$ cat config.mk
export PLATFORM = sky130hd
export DESIGN_NAME = fetch
export DESIGN_NICKNAME = d
export VERILOG_FILES = /design/src/rtl/fetch.sv
export SDC_FILE = /design/constraint.sdc
export NUM_CORES = 1
export LEC_CHECK = 0
export CAP_MARGIN = 20
export CELL_PAD_IN_SITES_DETAIL_PLACEMENT = 0
export CELL_PAD_IN_SITES_GLOBAL_PLACEMENT = 1
export CORE_MARGIN = 2
export CORE_UTILIZATION = 35
export DETAILED_ROUTE_END_ITERATION = 8
export PLACE_DENSITY_LB_ADDON = 0.1
export SKIP_LAST_GASP = 1
export SYNTH_ARGS = -nofsm -noshare
export SYNTH_HDL_FRONTEND = slang
export SYNTH_SLANG_ARGS = --single-unit
$ cat constraint.sdc
create_clock -name clk -period 8.8 [get_ports clk]
set_clock_uncertainty 0.1 [all_clocks]
set_input_delay 1.32 -clock clk [delete_from_list [all_inputs] [get_ports clk]]
set_output_delay 1.32 -clock clk [all_outputs]
set_load 0.005 [all_outputs]
$ cat src/rtl/fetch.sv
// Two-phase (toggle-handshake) instruction fetch stage bridging an upstream request, a memory port and a downstream consumer.
// Optional FETCH_SYNC_EN: adds a 2-flop synchronizer on triggerIn/readyIn, lengthening each event-to-action latency by one cycle.
module fetch (
    input  logic        clk,
    input  logic        reset,
    input  logic        triggerIn,
    input  logic [31:0] pcIn,
    output logic        triggerOut,
    output logic [31:0] addrOut,
    input  logic        readyIn,
    input  logic [31:0] dataIn,
    output logic [31:0] dataOut,
    output logic [31:0] pcOut,
    output logic        readyOut
);

    typedef enum logic [1:0] {IDLE, REQ, WAIT, DONE} state_t;

    state_t      state, state_nx;
    logic        trig_s, rdy_s;
    logic        trig_ref, rdy_ref;
    logic        trig_ev, rdy_ev;
    logic        pending, pending_nx;
    logic        trig_out_nx, ready_out_nx;
    logic [31:0] addr_nx, data_nx, pc_nx;

`ifdef FETCH_SYNC_EN
    logic trig_m, rdy_m;

    always_ff @(posedge clk or posedge reset) begin
        if (reset) begin
            trig_m <= 1'b0;
            rdy_m  <= 1'b0;
            trig_s <= 1'b0;
            rdy_s  <= 1'b0;
        end else begin
            trig_m <= triggerIn;
            rdy_m  <= readyIn;
            trig_s <= trig_m;
            rdy_s  <= rdy_m;
        end
    end
`else
    always_ff @(posedge clk or posedge reset) begin
        if (reset) begin
            trig_s <= 1'b0;
            rdy_s  <= 1'b0;
        end else begin
            trig_s <= triggerIn;
            rdy_s  <= readyIn;
        end
    end
`endif

    // Reference copies follow the sampled inputs every cycle, so each event lasts exactly one cycle.
    always_ff @(posedge clk or posedge reset) begin
        if (reset) begin
            trig_ref <= 1'b0;
            rdy_ref  <= 1'b0;
        end else begin
            trig_ref <= trig_s;
            rdy_ref  <= rdy_s;
        end
    end

    assign trig_ev = trig_s ^ trig_ref;
    assign rdy_ev  = rdy_s ^ rdy_ref;

    always_ff @(posedge clk or posedge reset) begin
        if (reset) state <= IDLE;
        else       state <= state_nx;
    end

    always_comb begin
        state_nx     = state;
        pending_nx   = pending;
        trig_out_nx  = triggerOut;
        ready_out_nx = readyOut;
        addr_nx      = addrOut;
        data_nx      = dataOut;
        pc_nx        = pcOut;
        unique case (state)
            IDLE: begin
                if (trig_ev) begin
                    addr_nx     = pcIn;
                    trig_out_nx = ~triggerOut;
                    state_nx    = WAIT;
                end
            end
            REQ: begin
                // Launch the queued fetch; a fresh trigger arriving now becomes the new pending one.
                addr_nx     = pcIn;
                trig_out_nx = ~triggerOut;
                pending_nx  = trig_ev;
                state_nx    = WAIT;
            end
            WAIT: begin
                if (trig_ev) pending_nx = 1'b1;
                if (rdy_ev) begin
                    data_nx  = dataIn;
                    pc_nx    = addrOut + 32'd4;
                    state_nx = DONE;
                end
            end
            DONE: begin
                if (trig_ev) pending_nx = 1'b1;
                ready_out_nx = ~readyOut;
                state_nx     = pending_nx ? REQ : IDLE;
            end
            default: state_nx = IDLE;
        endcase
    end

    always_ff @(posedge clk or posedge reset) begin
        if (reset) begin
            pending    <= 1'b0;
            triggerOut <= 1'b0;
            readyOut   <= 1'b0;
            addrOut    <= 32'd0;
            dataOut    <= 32'd0;
            pcOut      <= 32'd0;
        end else begin
            pending    <= pending_nx;
            triggerOut <= trig_out_nx;
            readyOut   <= ready_out_nx;
            addrOut    <= addr_nx;
            dataOut    <= data_nx;
            pcOut      <= pc_nx;
        end
    end

endmodule

## Word level (Yosys, flattened, before mapping)

Index checks and enable logic that the tools add are counted.

| word-level totals | value |
|---|---|
| bits of input ports | 68 |
| logic and storage cells | 38 |
| register bits after elaboration | 105 |

| cells by class | value |
|---|---|
| mux-type cells | 11 |
| equality and inequality tests | 5 |
| bitwise gates (word level) | 4 |
| reduce and logical (&&, ||, !) cells | 6 |
| add/subtract/negate cells | 1 |

Operator list:

| kind | count |
|---|---|
| one-hot mux 32 bit (2 select lines) | 1 |
| adder 32 x 3 -> 32 bit (second input constant) | 1 |
| two-way mux 32 bit | 1 |
| one-hot mux 2 bit (4 select lines) | 1 |
| AND reduction 2 bit | 3 |
| == test 2 bit (second input constant) | 2 |
| two-way mux 1 bit | 4 |
| two-way mux 2 bit | 2 |
| inequality test 2 bit (second input constant) | 2 |
| one-hot mux 1 bit (3 select lines) | 1 |
| nonzero test 3 bit | 1 |
| == test 2 x 1 -> 1 bit (second input constant) | 1 |
| logical NOT 2 bit | 1 |
| NOT 1 bit | 2 |
| one-hot mux 1 bit (2 select lines) | 1 |
| nonzero test 2 bit | 1 |
| XOR 1 bit | 2 |

## Logic depth before layout (Yosys ltp)

| logic depth | value |
|---|---|
| depth in word-level cells | 5 |
| depth in mapped cells | 6 |
| depth with buffers taken out | 5 |

## Worst setup path after synthesis

No wires, ideal clock.

| timing | value |
|---|---|
| path kind | register to register |
| from | register addrOut[2] |
| to | register pcOut[28] |
| stages on the path, launching flop included | 7 |
| period minus slack after synthesis | 2294 ps |
| arrival time | 2112 ps |
| setup time | 82 ps |
| required time | 8618 ps |
| slack | 6506 ps |
| path through | dfrtp_1 ha_1 nand3_2 or4_4 buf_6 or4_1 a31oi_1 |

| between the ends | value |
|---|---|
| word-level cells in the longest chain between the ends | 1 |

Ends and longest elaborated chain:

| item | RTL line | RTL |
|---|---|---|
| start, declared | 9 | `output logic [31:0] addrOut,` |
| start signal, assigned | 126 | `addrOut <= addr_nx;` |
| adder 32 x 3 -> 32 bit | 101 | `pc_nx = addrOut + 32'd4;` |
| end signal, assigned | 128 | `pcOut <= pc_nx;` |
| end, declared | 13 | `output logic [31:0] pcOut,` |

Every way passes these cells.
A chain may end at the register's enable or synchronous reset.

## Worst setup path in the final report

| timing | value |
|---|---|
| from | register addrOut[22] |
| to | output addrOut[22] |

No word-level cell between the ends.

==> metrics <==
PortBufs 165; max cap viols 0; Min-Delay Path Depth 0; gr usage total 0.173; top_reg_cell synth dfrtp_1; Post-synth EDFFs 0; Antenna Nets Post-Route 0; Hold Path Class flip-flop to flip-flop; Max Fclk 0.353 GHz; I/O pins 166; # clock sinks 105; largest net degree at the start of global routing 55; ANT cells 0; Max IR drop VDD 220 uV; Die Ht 116 um; vias in the first global route 3495; first-pass GRT wire length 18000 um; post-synthesis cell count 424; fin. max-slew vios 0; Period minus WS final 2.83 ns; switch share 0.330; layout net count 650; post-CTS setup buffer count 0; Placed Cells 738; CTS buffer count 9; clock power share 0.171; # resized after CTS 0; Final Setup Violations 0; static leakage 2.73 nW; syn avg cell area 10.4 um2; Root Buffer clkbuf_16; Core Rows 40; vias 3608; Core Area 12200 um2; Final Cycle Share 0.322; status finished, final reports clean; Design Area, Final 6500 um2; Sum Neg Setup Slack 0 ns; Crit path depth 1; TritonCTS clock tree done; Die X 116 um; sequential share of the synthesized area 0.597; Max transition margin 0.338; buffers and inverters on the worst path 1; clk buf depth 2; H-Tree Level Count 3; Synth cell types 30; register bit total from synthesis 105; final hold vios 0; kind of start point of the critical path flip-flop; RSZ-0062 raised after global routing no; Post-Route WL 11300 um; Critical Path AT 1.41 ns; Crit. End Element output pin; Overflow after GRT 0; CP Cell Sequence clkdlybuf4s50_1; Crit Path Class flip-flop to output pin; Non-Filler Instances 754; Pint 0.00155 W; synth warn 0; critical path fanouts, max 9; CP max stage delay 0.56 ns; NetSw 0.000763 W; DR pass1 iterations 4; worst-margin pin slew 0.990 ns; Synth async-reset ratio 1.00; initial antenna violation count 0; Avg WL per Cell 15.0 um; Placed Area 6210 um2; # hold bufs at CTS 0; Starting Density 0.362; combinational share of power 0.426; DRC 0; DPL Wire Length 7930 um; CP required 7.38 ns; placer congestion estimate 0.786; synthesized area 4400 um2; vias per cell 4.79; Pwr Density 355 nW/um2; clk slew on worst S/H paths 0.06 ns; worst skew pair latency 0.34 ns; fill count 1133; sequential share of power 0.403; slowest CP cell clkdlybuf4s50_1; CP top delay family buffers and inverters; Area Growth Syn to Fin 47.8%; path depth of the worst reg2reg path 4; Synth Net Count 493; layout cells sized above 1 0.0904; Die ar. 13500 um2; DRT iter0 DRCs 231
-- layout by cell type (no fill, tap or decap), types with 4 or more instances in the layout --
cell type        count
a31oi_1             11
nand3_1              9
xor2_1               6
clkdlybuf4s50_1    165
xnor2_1             13
or4_1               10
o31ai_1              6
clkbuf_1             4
nand4_1              9
o21ai_0             23
clkbuf_16            9
nand2_1            132
dfrtp_1            105
mux2_2              32
nor3_1               4
nor2_1              16
or3_1                5
-- power by group through the flow --
stage / clock [W] / sequential (W) / combinational [W]
after floorplan: 0 / 0.000911 / 0.000412
after global placement: 0 / 0.000931 / 0.000986
after detailed placement: 0 / 0.000940 / 0.000999
after CTS: 0.000411 / 0.000934 / 0.00100
after global routing: 0.000434 / 0.000969 / 0.00110
final: 0.000395 / 0.000931 / 0.000984
-- layout make-up --
class / count / area, um2 / share of cell area
clock buffer: 14 / 254 / 0.0391
clock inverter: 2 / 37.5 / 0.00577
inverter: 4 / 17.5 / 0.00269
multi-input combinational: 293 / 1680 / 0.258
sequential: 105 / 2630 / 0.404
tap: 168 / 210 / 0.0323
timing repair buffer: 168 / 1670 / 0.258
-- cells in the mapped netlist, types with 2 or more instances --
cell type | instances | area share
or3_1 | 5 | 0.0071
nor2_1 | 18 | 0.015
a31oi_1 | 11 | 0.016
buf_1 | 2 | 0.0017
o31ai_1 | 6 | 0.010
inv_1 | 4 | 0.0034
nand4_1 | 9 | 0.013
and4_1 | 2 | 0.0040
mux2_2 | 32 | 0.082
clkbuf_1 | 18 | 0.015
or4_1 | 10 | 0.017
o21ai_0 | 23 | 0.026
nand2_1 | 132 | 0.11
xnor2_1 | 13 | 0.026
o211ai_1 | 2 | 0.0034
xor2_1 | 6 | 0.012
dfrtp_1 | 105 | 0.60
nor3_1 | 4 | 0.0046
nand3_1 | 9 | 0.010
nor4_1 | 3 | 0.0043
-- kinds of logic (layout without fill, tap and decap cells) --
logic type / count (synthesis) / in the layout / synth area share
simple gates: 198 / 198 / 0.199
flops: 105 / 105 / 0.597
compound gates: 43 / 43 / 0.0572
mux: 32 / 32 / 0.0819
buf+inv: 26 / 188 / 0.0242
xor+xnor: 19 / 19 / 0.0378
fa+ha+maj: 1 / 1 / 0.00284
-- sequential cells by signal (all words and copies together), names as in the netlist --
register / count
addrOut: 32
dataOut: 32
pcOut: 32
state: 2
pending: 1
rdy_ref: 1
rdy_s: 1
readyOut: 1
trig_ref: 1
trig_s: 1
triggerOut: 1
-- path summary, 6_finish.rpt --
check | startpoint | endpoint | slack, ns
max | addrOut[22] | addrOut[22] | 5.97
min | trig_s | trig_ref | 0.30
max reg2reg | addrOut[6] | pcOut[31] | 6.12
min reg2reg | trig_s | trig_ref | 0.30
max in group asynchronous | reset | pcOut[29] | 6.13
min in group asynchronous | reset | dataOut[21] | 1.32
-- metal layers --
layer / global-route usage / vias up / part of all wire
met2: 0.285 / 139 / 0.48
met5: 0 / - / 0
met4: 0.0484 / 0 / 0.011
li1: - / 1749 / -
met3: 0.0680 / 9 / 0.082
met1: 0.213 / 1711 / 0.43
-- per-stage QoR --
stage	setup slack (ns)	power (W)	hold WS [ns]	util
after floorplan	4.62	0.00132	0.272	-
after detailed placement	5.67	0.00194	0.285	0.510
after CTS	5.95	0.00235	0.300	0.534
final	5.97	0.00231	0.298	0.534
after global placement	5.69	0.00192	0.281	0.510
after global routing	5.88	0.00250	0.313	0.534
No activity file was read; power rests on OpenSTA's default activity.
